$ cat config.mk
export PLATFORM = sky130hd
export DESIGN_NAME = plot_cmd_queue
export DESIGN_NICKNAME = d
export VERILOG_FILES = /design/src/rtl/plot_cmd_queue.sv
export SDC_FILE = /design/constraint.sdc
export NUM_CORES = 1
export LEC_CHECK = 0
export CORE_AREA = 5 5 111 113
export CTS_BUF_LIST = sky130_fd_sc_hd__clkbuf_16
export CTS_CLUSTER_SIZE = 12
export DETAILED_ROUTE_END_ITERATION = 8
export DIE_AREA = 0 0 116 118
export PLACE_DENSITY = 0.66
export SLEW_MARGIN = 0
export SYNTH_ARGS = -nofsm -noshare
export SYNTH_HDL_FRONTEND = slang
export SYNTH_SLANG_ARGS = --single-unit
$ cat constraint.sdc
create_clock -name clk -period 4.8 [get_ports clk]
set_input_delay 0.48 -clock clk [delete_from_list [all_inputs] [get_ports clk]]
set_output_delay 0.48 -clock clk [all_outputs]
set_load 0.01 [all_outputs]
$ cat src/rtl/plot_cmd_queue.sv
// Command queue in front of game_plot: buffers cell-draw commands and issues them
// one at a time, with a board-clear sweep that repaints all 256 cells.
module plot_cmd_queue #(
  parameter int  DEPTH = 8,
  localparam int AW    = $clog2(DEPTH),
  localparam int CW    = $clog2(DEPTH) + 1
) (
  input  logic          clk,
  input  logic          rst,
  input  logic          cmd_valid,
  input  logic [3:0]    cmd_x,
  input  logic [3:0]    cmd_y,
  input  logic [2:0]    cmd_colour,
  output logic          cmd_ready,
  input  logic          clear_req,
  input  logic [2:0]    clear_colour,
  output logic          busy,
  output logic [CW-1:0] count,
  output logic          game_plot,
  output logic [3:0]    game_x,
  output logic [3:0]    game_y,
  output logic [2:0]    game_colour,
  input  logic          waitrequest
);

  typedef enum logic [2:0] {
    S_IDLE,
    S_ISSUE,
    S_DRAIN,
    S_GAP,
    S_SWEEP_ISSUE
  } state_t;

  state_t        state_q, state_d;
  logic [10:0]   mem_q [DEPTH];
  logic [AW-1:0] wr_ptr_q, rd_ptr_q;
  logic [CW-1:0] count_q;
  logic          sweep_q, sweep_d;
  logic          started_q, started_d;
  logic [7:0]    cell_q, cell_d;
  logic [2:0]    clr_colour_q;
  logic [3:0]    gx_q, gy_q;
  logic [2:0]    gc_q;

  logic          clear_acc;
  logic          sweep_go;
  logic          push;
  logic          pop;
  logic          load_cell;
  logic [2:0]    sweep_colour;

  // sweep_q covers both a pending clear and a running sweep; it blocks new pushes.
  assign cmd_ready    = !rst && (count_q < CW'(DEPTH)) && !sweep_q;
  assign clear_acc    = clear_req && !sweep_q;
  assign sweep_go     = sweep_q || clear_acc;
  assign push         = cmd_valid && cmd_ready && !clear_req;
  assign sweep_colour = clear_acc ? clear_colour : clr_colour_q;

  assign busy        = (state_q != S_IDLE) || (count_q != '0) || sweep_q;
  assign count       = count_q;
  assign game_plot   = (state_q == S_ISSUE) || (state_q == S_SWEEP_ISSUE);
  assign game_x      = gx_q;
  assign game_y      = gy_q;
  assign game_colour = gc_q;

  always_comb begin
    state_d   = state_q;
    sweep_d   = sweep_q;
    started_d = started_q;
    cell_d    = cell_q;
    pop       = 1'b0;
    load_cell = 1'b0;
    if (clear_acc) begin
      sweep_d = 1'b1;
    end
    case (state_q)
      S_IDLE: begin
        if (sweep_go) begin
          cell_d    = 8'd0;
          started_d = 1'b1;
          load_cell = 1'b1;
          state_d   = S_SWEEP_ISSUE;
        end else if (count_q != '0) begin
          pop     = 1'b1;
          state_d = S_ISSUE;
        end
      end
      S_ISSUE, S_SWEEP_ISSUE: begin
        if (waitrequest) begin
          state_d = S_DRAIN;
        end
      end
      S_DRAIN: begin
        if (!waitrequest) begin
          state_d = S_GAP;
        end
      end
      S_GAP: begin
        state_d = S_IDLE;
        if (sweep_go) begin
          if (!started_q) begin
            // Clear arrived while a queued cell was in flight: start the sweep now.
            cell_d    = 8'd0;
            started_d = 1'b1;
            load_cell = 1'b1;
            state_d   = S_SWEEP_ISSUE;
          end else if (cell_q == 8'hFF) begin
            sweep_d   = 1'b0;
            started_d = 1'b0;
          end else begin
            cell_d    = cell_q + 8'd1;
            load_cell = 1'b1;
            state_d   = S_SWEEP_ISSUE;
          end
        end
      end
      default: state_d = S_IDLE;
    endcase
  end

  always_ff @(posedge clk) begin
    if (rst) begin
      state_q      <= S_IDLE;
      sweep_q      <= 1'b0;
      started_q    <= 1'b0;
      cell_q       <= 8'd0;
      clr_colour_q <= 3'd0;
    end else begin
      state_q   <= state_d;
      sweep_q   <= sweep_d;
      started_q <= started_d;
      cell_q    <= cell_d;
      if (clear_acc) begin
        clr_colour_q <= clear_colour;
      end
    end
  end

  always_ff @(posedge clk) begin
    if (push) begin
      mem_q[wr_ptr_q] <= {cmd_y, cmd_x, cmd_colour};
    end
  end

  always_ff @(posedge clk) begin
    if (rst) begin
      wr_ptr_q <= '0;
      rd_ptr_q <= '0;
      count_q  <= '0;
    end else if (clear_acc) begin
      rd_ptr_q <= wr_ptr_q;
      count_q  <= '0;
    end else begin
      if (push) begin
        wr_ptr_q <= wr_ptr_q + AW'(1);
      end
      if (pop) begin
        rd_ptr_q <= rd_ptr_q + AW'(1);
      end
      case ({push, pop})
        2'b10:   count_q <= count_q + CW'(1);
        2'b01:   count_q <= count_q - CW'(1);
        default: count_q <= count_q;
      endcase
    end
  end

  // Output registers double as the registered read port of the command buffer.
  always_ff @(posedge clk) begin
    if (rst) begin
      gx_q <= 4'd0;
      gy_q <= 4'd0;
      gc_q <= 3'd0;
    end else if (pop) begin
      gy_q <= mem_q[rd_ptr_q][10:7];
      gx_q <= mem_q[rd_ptr_q][6:3];
      gc_q <= mem_q[rd_ptr_q][2:0];
    end else if (load_cell) begin
      gx_q <= cell_d[3:0];
      gy_q <= cell_d[7:4];
      gc_q <= sweep_colour;
    end
  end

endmodule

Word level (Yosys, flattened, before mapping)
Memory sizes are Yosys's and may differ from the RTL's. A register that Yosys moved wholly into a read port is not among the register bits.
Cells that the tools add are included.
{"block": "totals", "reg_bits": 37, "mem_bits_rw": 88, "inputBits": 19, "elab_cells": 98, "memories": 1}
{"memory": "mem_q", "depth": 8, "width": 11, "rd": 1, "rd_clocked_by_memory_dff": 1, "write_ports": 1, "line_no": "35", "source": "logic [10:0] mem_q [DEPTH];"}
{"block": "op_classes", "add_sub_neg": 5, "order_cmp": 1, "eq_ne": 12, "n_mux": 43, "bitwise": 1, "reduce_logical": 24}
{"cell": "two-way mux 3 bit", "count": 14}
{"cell": "two-way mux 8 bit", "count": 4}
{"cell": "two-way mux 1 bit", "count": 16}
{"cell": "two-way mux 4 bit", "count": 4}
{"cell": "one-hot mux 8 bit (2 select lines)", "count": 1}
{"cell": "one-hot mux 3 bit (4 select lines)", "count": 1}
{"cell": "adder 8 x 1 -> 8 bit, second input constant", "count": 1}
{"cell": "equality test 8 bit, second input constant", "count": 1}
{"cell": "!= test 2 bit, second input constant", "count": 4}
{"cell": "one-hot mux 4 bit (2 select lines)", "count": 1}
{"cell": "nonzero test 2 bit", "count": 4}
{"cell": "adder 3 x 1 -> 3 bit, second input constant", "count": 2}
{"cell": "equality test 3 x 2 -> 1 bit, second input constant", "count": 2}
{"cell": "AND reduction 3 bit", "count": 2}
{"cell": "logical AND 1 bit", "count": 5}
{"cell": "adder 4 x 1 -> 4 bit, second input constant", "count": 1}
{"cell": "logical OR 1 bit", "count": 4}
{"cell": "< comparator 4 bit, second input constant", "count": 1}
{"cell": "one-hot mux 1 bit (2 select lines)", "count": 2}
{"cell": "nonzero test 4 bit", "count": 1}
{"cell": "OR reduction 2 bit", "count": 2}
{"cell": "subtractor 4 x 1 -> 4 bit, second input constant", "count": 1}
{"cell": "equality test 3 x 1 -> 1 bit, second input constant", "count": 1}
{"cell": "equality test 3 bit, second input constant", "count": 1}
{"cell": "8 further kinds", "count": 10}

Depth between registers and ports, before layout
Gate-level depths: netlist of the first run.
{"block": "logic_depth", "depth_word": 9, "ltp_mapped": 11, "depth_no_buf": 10}

Worst setup path before layout of the first run
Ideal clock, no wire load.
{"block": "synth_timing", "path_type": "input port to flip-flop", "start": "input port rst", "end": "memory mem_q[0][0] (enable)", "arrival_ns": 2.447, "t_required_ns": 4.392, "setup_slack_ns": 1.945, "stages": 5, "n_path_buf": 1, "cell_sequence": "nor3_1 -> and3b_1 -> clkbuf_1 -> inv_1 -> nor4_1"}
{"block": "synth_between", "elab_chain_len": 7}
{"item": "start, declared", "line_no": "9", "source": "input logic rst,"}
{"item": "zero test 1 bit", "line_no": "53", "source": "assign cmd_ready = !rst && (count_q < CW'(DEPTH)) && !sweep_q;"}
{"item": "logical AND 1 bit (2 in a row)", "line_no": "53"}
{"item": "logical AND 1 bit (2 in a row)", "line_no": "56", "source": "assign push = cmd_valid && cmd_ready && !clear_req;"}
{"item": "two-way mux 1 bit", "line_no": "140", "source": "if (push) begin"}
{"item": "two-way mux 1 bit (not written as such)", "line_no": "141", "source": "mem_q[wr_ptr_q] <= {cmd_y, cmd_x, cmd_colour};"}
{"item": "end, declared", "line_no": "35"}
Every way passes these cells.

Worst setup path in the final report of the first run
{"block": "layout_timing", "start": "input port rst", "end": "register count_q[2] (netlist: count[2])"}
{"block": "layout_between", "elab_chain_len": 7}
{"item": "zero test 1 bit", "line_no": "53"}
{"item": "logical AND 1 bit (2 in a row)", "line_no": "53"}
{"item": "logical AND 1 bit (2 in a row)", "line_no": "56"}
{"item": "equality test 2 x 1 -> 1 bit / equality test 2 bit (equally long branches)", "line_no": "160", "source": "case ({push, pop})"}
{"item": "one-hot mux 4 bit (2 select lines) / nonzero test 2 bit (equally long branches)"}
{"item": "end signal, assigned", "line_no": "161", "source": "2'b10: count_q <= count_q + CW'(1);"}
{"item": "end signal, assigned", "line_no": "162", "source": "2'b01: count_q <= count_q - CW'(1);"}
{"item": "end signal, assigned", "line_no": "163", "source": "default: count_q <= count_q;"}
{"item": "end, declared", "line_no": "37", "source": "logic [CW-1:0] count_q;"}
Several ways; a longest one is shown, not always the timed one.
A chain may end at the register's enable or synchronous reset.

==> results.md, run 1 <==
- # placed instances: 551
- Required time of the worst setup path: 5140 ps
- Largest net degree at the start of global routing: 41
- Async S/R FF share, synth: 0%
- Worst-skew pair later-pin latency: a little over 400 ps
- I/O Pins: 37
- Final Hold Viols: 0
- Post-Synthesis Cells: 384
- FP Rows: 39
- Ant. Diodes: 0
- Share of cells above drive strength 1: between 15 and 20%
- Fmax: 340.9 MHz
- Total GRT Usage: roughly 18%
- RSZ-0062 raised after global routing: no
- CTS Root Cell: clkbuf_16
- Setup tns final: 0 ps
- H-tree Lvls: 4
- Syn_nets: 409
- Clock Sinks: 128
- Core ar.: 11220 µm²
- I/O Buffers: 36
- RePlAce Congestion: 0.8212
- Average wire per standard cell: 18.96 µm
- Placed Area: 5897 µm²
- Congestion Overflow GR: 0
- Crit-path cells: clkdlybuf4s50_1, buf_4, nor3_1, and3b_1, inv_1, ha_1, xor2_1, ha_1, a21oi_1, xor2_1, or3_1, a21oi_1
- Initial antenna violation count: 0
- Synth top area cells: edfxtp_1, dfxtp_1, mux4_2
- Syn Area/Cell: 14.12 µm²
- Total detailed-routing wirelength: ~11000 µm
- Final instance area: 6514 µm²
- First-pass GRT wire length: 18330 µm
- Setup crit start kind: primary input
- Fin crit share: 61.12%
- Number of CTS-inserted buffers: 17
- DP HPWL: between 7000 and 8000 µm
- Slew margin rel.: about 33%
- Vias in the first global route: ~3.4k
- Cts repair resizes: 0
- Maximum clock path buffer count: 2
- # Post-CTS Setup Buffers: 0
- Max Slew Vio Count: 0
- YS warnings: 0
- Cell Count, Final, Fillers Out: 582
- Post-synth top flop: edfxtp_1
- DIE HEIGHT: 118 µm
- PwrDens: roughly 420 nW/µm²
- WP data arrival: ~3300 ps
- Netlist Area Pre-Place: 5424 µm²
- Via count: roughly 3.4k
- Hold Path Class: reg -> reg
- Library cells used by synthesis: 54
- Hold path depth: 2
- CTS Hold Bufs: 0
- Drt drc: 0
- Worst Path Max Fanout: 40
- Max incr delay on CP: approximately 400 ps
- Minimum clock period after layout: 2934 ps
- CTS tree: done
- NumNets Final: between 400 and 500
- Number of synthesized flops with an enable pin: just under 90
- Synth top area share: 48.72%
- Clock Skew: approximately 10 ps
- Vias per cell: 5.766
- Crit-path slowest cell: clkdlybuf4s50_1
- Status: completed
- P_leak: 2.136 nW
- Crit Path Category: in -> reg
- VDD IR max: 0.4153 mV
- Post-synthesis register bit count: 128
- Area Overhead vs Synth: 20.09%
- Starting density of the core: 48.33%
- Routed Antenna Nets: 0
- Die area: about 14000 µm²
- Clk slew on worst S/H paths: 60 ps
- Setup violations, final: 0
- Worst-Margin Slew: 1005 ps
- Largest area contributor in the netlist: edfxtp_1
- R2R depth: 10
- Max_cap viols: 0
- Initial drt markers: between 300 and 400
- Die W: 116 µm
- Drt first pass iters: 5
- Crit. End Element: register
- Post-synthesis sequential area ratio: 63.48%
-- per-stage QoR --
step / total power [mW] / utilization [%] / worst slack (ps) / hold WS [ps]
floorplan: 1.351 / - / 1945 / 460.2
global placement: 1.412 / 52.54 / 1608 / 490.2
detailed placement: 1.414 / 52.54 / 1470 / 488.7
CTS: 2.745 / 58.04 / 1886 / 498.7
global route: 2.822 / 58.04 / 1557 / 522.1
finish: 2.724 / 58.04 / 1866 / 493.9
-- cells in the mapped netlist, drive strengths merged, types with 3 or more instances --
| cell | n |
|---|---|
| inv | 4 |
| ha | 6 |
| nor2 | 34 |
| nor2b | 5 |
| clkbuf | 5 |
| a211oi | 10 |
| a31oi | 5 |
| xor2 | 6 |
| edfxtp | 88 |
| a21oi | 21 |
| dfxtp | 40 |
| mux2i | 11 |
| buf | 16 |
| mux4 | 22 |
| nand2b | 6 |
| nor3 | 14 |
| or3 | 6 |
| o21ai | 12 |
| a311oi | 7 |
| xnor2 | 4 |
| and3 | 3 |
| nand3 | 6 |
| nand2 | 25 |
-- sequential cells by signal, summed over array words and instances (netlist names), named ones only --
name / cells
mem_q: 88
cell_q: 8
count: 4
game_x: 4
game_y: 4
clr_colour_q: 3
game_colour: 3
rd_ptr_q: 3
state_q: 3
wr_ptr_q: 3
started_q: 1
sweep_q: 1
-- final timing paths --
kind / start / end / slack (ps)
min reg2reg: game_x[0]$_SDFFE_PP0P_ / game_x[0]$_SDFFE_PP0P_ / 490
max: rst / count[2]$_SDFFE_PP0P_ / 1870
min: game_x[0]$_SDFFE_PP0P_ / game_x[0]$_SDFFE_PP0P_ / 490
max reg2reg: state_q[2]$_SDFFE_PP0P_ / count[2]$_SDFFE_PP0P_ / 1910
-- placed cells by master, fill, tap and decap left out, types with 2 or more instances in the layout --
cell type	count
inv_1	4
nand2_1	25
nor4bb_1	2
o2bb2ai_1	2
and3_1	2
edfxtp_1	88
mux2i_1	11
inv_6	2
o21ai_1	3
clkdlybuf4s50_1	36
o21ai_0	9
and3b_1	2
dfxtp_1	40
bufinv_16	4
nor3_1	14
buf_4	9
nand2b_1	6
or3_1	6
a311oi_1	7
xnor2_1	4
or2_2	2
a31oi_1	5
a211oi_1	10
nand3_1	5
clkinvlp_4	5
nor2_1	33
a2111oi_1	2
nor2b_1	5
a21oi_1	21
mux4_2	22
ha_1	6
xor2_1	6
clkbuf_16	17
-- logic make-up (layout without fill, tap and decap cells) --
logic type	count (synthesis)	after routing	share of synthesized area, %
adder cells (fa/ha/maj)	6	6	1.384
buffers and inverters	25	80	2.860
AO/OA/AOI/OAI	69	69	8.812
AND/OR/NAND/NOR	113	113	10.68
flip-flops	128	128	63.48
XOR/XNOR	10	10	1.615
multiplexers	33	33	11.17
-- worst max-delay path, delay by kind of cell --
kind                       cells  cell delay, ps
xor gates and xnor gates       2             260
buffers and inverters          3             830
and+or+nand+nor                3             910
AOI/OAI and AO/OA              2             290
adders and majority gates      2             490
-- routing by layer --
layer	track usage [%]	up-vias	part of all wire, %
met5	0	-	0
met4	6.381	0	1.9
met3	4.781	25	5.3
met2	27.19	103	48
met1	23.99	1643	45
li1	-	1585	-
-- final cells by class --
cell class	instances	area (µm²)
Clock buffer	17	425.4
Clock inverter	14	191.4
Fill cell	894	4710
Inverter	4	15.01
Multi-Input combinational cell	231	1832
Sequential cell	128	3443
Tap cell	143	178.9
Timing Repair Buffer	45	427.9
-- power by group --
group,internal [mW],switching [mW]
registers,1.19,0.0216
clock network,0.865,0.469
logic,0.0829,0.0909
(Power assumes the default switching activity.)
==> run 2: changes to the inputs <==
Clock period 4.8 ns to 2.7 ns, I/O delays scaled along.
==> run 2 against run 1 <==
Count of clock-buffer cells in the layout unchanged. Routed wire length fell by 1.4%. Die area unchanged. Cell count up 2.4%. Register-to-register slack worse by 1600 ps. Critical path depth is 2 lower. Clock skew down 2.3 ps. Core utilization grew 0.37 points. Design area increased by 0.63%. Sequential share of layout area is 0.33 points lower. Via count shrank 0.57%. Highest routed layer unchanged.
==> results.md, run 2 (synthesis gave the netlist of run 1 again) <==
- Worst Path Max Fanout: 9 (-78%)
- P_leak: 2.177 nW (+1.9%)
- Clock power share: 46.4% (-2.6 points)
- DIE HEIGHT: 118 µm (unchanged)
- Most frequent cells in the layout: edfxtp_1, dfxtp_1, clkdlybuf4s50_1, nor2_1, nand2_1
- # Post-CTS Setup Buffers: 0 (unchanged)
- DP HPWL: 6947 µm (-1.3%)
- Filler cells: 883 (-1.2%)
- Fin Hold WS: 485.6 ps (-8.322 ps)
- Final instance area: 6555 µm² (+0.63%)
- I/O Pins: 37 (unchanged)
- Clock Skew: 7.695 ps (-2.305 ps)
- Switch share: 23.14% (+1.8 points)
- Placed Area: 5995 µm² (+1.7%)
- Setup tns final: 0 ps (unchanged)
- RSZ-0062 raised after global routing: no
- Vias in the first global route: 3358 (-0.30%)
- Switch Pwr: 1.069 mW (+84%)
- Worst-skew pair later-pin latency: 400 ps (about the same)
- Slew margin rel.: 56.05% (+23 points)
- Hold Crit Start: game_x[0]$_SDFFE_PP0P_
- Final setup margin: 284.6 ps (-1582 ps)
- NumNets Final: 465 (+2.9%)
- RePlAce Congestion: 0.8580 (+4.5%)
- CTS Root Cell: clkbuf_16
- Total detailed-routing wirelength: 10880 µm (-1.4%)
- Worst-Margin Slew: 657.3 ps (-347.9 ps)
- Congestion Overflow GR: 0 (unchanged)
- Clock Sinks: 128 (unchanged)
- Initial drt markers: 290 (-27%)
- R2R depth: 10 (unchanged)
- Largest registers: mem_q: 88 flops, cell_q: 8 flops
- Area Overhead vs Synth: 20.85%
- Most common cell after layout, fill and taps aside: edfxtp_1
- Routed Antenna Nets: 0 (unchanged)
- Die area: 13690 µm² (unchanged)
- Worst hold endpoint: game_x[0]$_SDFFE_PP0P_
- Total GRT Usage: 16.89% (-0.78 points)
- Crit. End Element: register
- H-tree Lvls: 4 (unchanged)
- Fin crit share: 89.46%
- Status: completed
- FP Rows: 39 (unchanged)
- Largest register FFs: 88 (unchanged)
- Fmax: 414.0 MHz
- VDD IR max: 0.5236 mV (+26%)
- Largest net degree at the start of global routing: 40 (-2.4%)
- Hold path depth: 2 (unchanged)
- PwrDens: 704.8 nW/µm² (+69%)
- Max Slew Vio Count: 0 (unchanged)
- Initial antenna violation count: 0 (unchanged)
- Vias per cell: 5.599 (-2.9%)
- Final Hold Viols: 0 (unchanged)
- DP Worst Slack: 118.6 ps (-1351 ps)
- Required time of the worst setup path: 3030 ps (-2110 ps)
- Die W: 116 µm (unchanged)
- First-pass GRT wire length: 17640 µm (-3.8%)
- I/O Buffers: 36 (unchanged)
- Largest reg by FF count: mem_q
- Ant. Diodes: 0 (unchanged)
- Logic pwr share: 7.1% (+0.7 points)
- Final Util: 58.41% (+0.37 points)
- Max_cap viols: 0 (unchanged)
- Drt first pass iters: 4 (-1)
- Core ar.: 11220 µm² (unchanged)
- Maximum clock path buffer count: 2 (unchanged)
- Drt drc: 0 (unchanged)
- FF-to-FF End: count[2]$_SDFFE_PP0P_
- WP data arrival: 2750 ps (-520 ps)
- Minimum clock period after layout: 2415 ps
- Cts repair resizes: 0 (unchanged)
- Hold Path Class: reg -> reg
- Setup violations, final: 0 (unchanged)
- CTS Hold Bufs: 0 (unchanged)
- Number of CTS-inserted buffers: 17 (unchanged)
- Setup crit start kind: register
- Starting density of the core: 48.33% (unchanged)
- Clk slew on worst S/H paths: 60 ps (about the same)
- Crit Path Category: reg -> reg
- Internal power: 3.551 mW (+66%)
- CTS tree: done
- Via count: 3337 (-0.57%)
- Share of cells above drive strength 1: 18.76% (+2.6 points)
- Worst reg2reg setup slack: 280 ps (-1630 ps)
- Average wire per standard cell: 18.25 µm (-3.7%)
- Sequential share of power: 46.5% (+1.8 points)
- Reg2reg start: count[3]$_SDFFE_PP0P_
## run 2: changes by cell type in the layout (fill, tap and decap cells not counted), sizes merged
cell,change
inv,+4
buf,+13
bufinv,-3
clkinvlp,+1
clkinv,-1
## run 2: worst max-delay path by stage
stage	end	from	depth (start not counted)	slack, ps
4_1_cts	count[2]$_SDFFE_PP0P_	count[3]$_SDFFE_PP0P_	10	280
2_1_floorplan	count[2]$_SDFFE_PP0P_	count[3]$_SDFFE_PP0P_	11	190
3_5_place_dp	count[3]$_SDFFE_PP0P_	clear_req	10	120
6_report	count[2]$_SDFFE_PP0P_	count[3]$_SDFFE_PP0P_	10	280
3_3_place_gp	count[3]$_SDFFE_PP0P_	clear_req	10	180
5_1_grt	count[2]$_SDFFE_PP0P_	count[3]$_SDFFE_PP0P_	11	160
## run 2: stage by stage
stage          cells  total power [mW]
4_1_cts          596             4.676
5_1_grt          596             4.804
3_3_place_gp     564             2.517
6_report         596             4.620
2_1_floorplan    384             2.402
3_5_place_dp     564             2.522
## run 2: area by class of cell
cell class,count,area (µm²),share of cell area (%)
Clock buffer,17,425.4,6.490
Sequential cell,128,3443,52.53
Clock inverter,15,135.1,2.061
Timing Repair Buffer,58,525.5,8.017
Inverter,4,15.01,0.2291
Tap cell,143,178.9,2.730
Multi-Input combinational cell,231,1832,27.94
## run 2: critical path: stages (launching register included)
cell and delay (ps):
dfxtp_1 310, or4_1 540, nand3_2 90, inv_2 80, ha_1 270, xor2_1 160, ha_1 180, a21oi_1 140
xor2_1 90, or3_1 310, a21oi_1 150
## run 2: power by group through the flow
stage                     clock, mW  sequential, mW  combinational, mW
final                          2.14            2.15              0.329
after global routing           2.29            2.15              0.363
after CTS                      2.19            2.15              0.335
after detailed placement          0            2.19              0.332
after global placement            0            2.19              0.328
after floorplan                   0            2.18              0.218
## run 2: layer usage
layer	vias to the layer above	wire [µm]	global-route usage, %
met5	-	0	0
met4	0	59	4.931
met3	6	609	4.422
met2	90	5349	27.34
met1	1632	4860	22.32
li1	1609	-	-
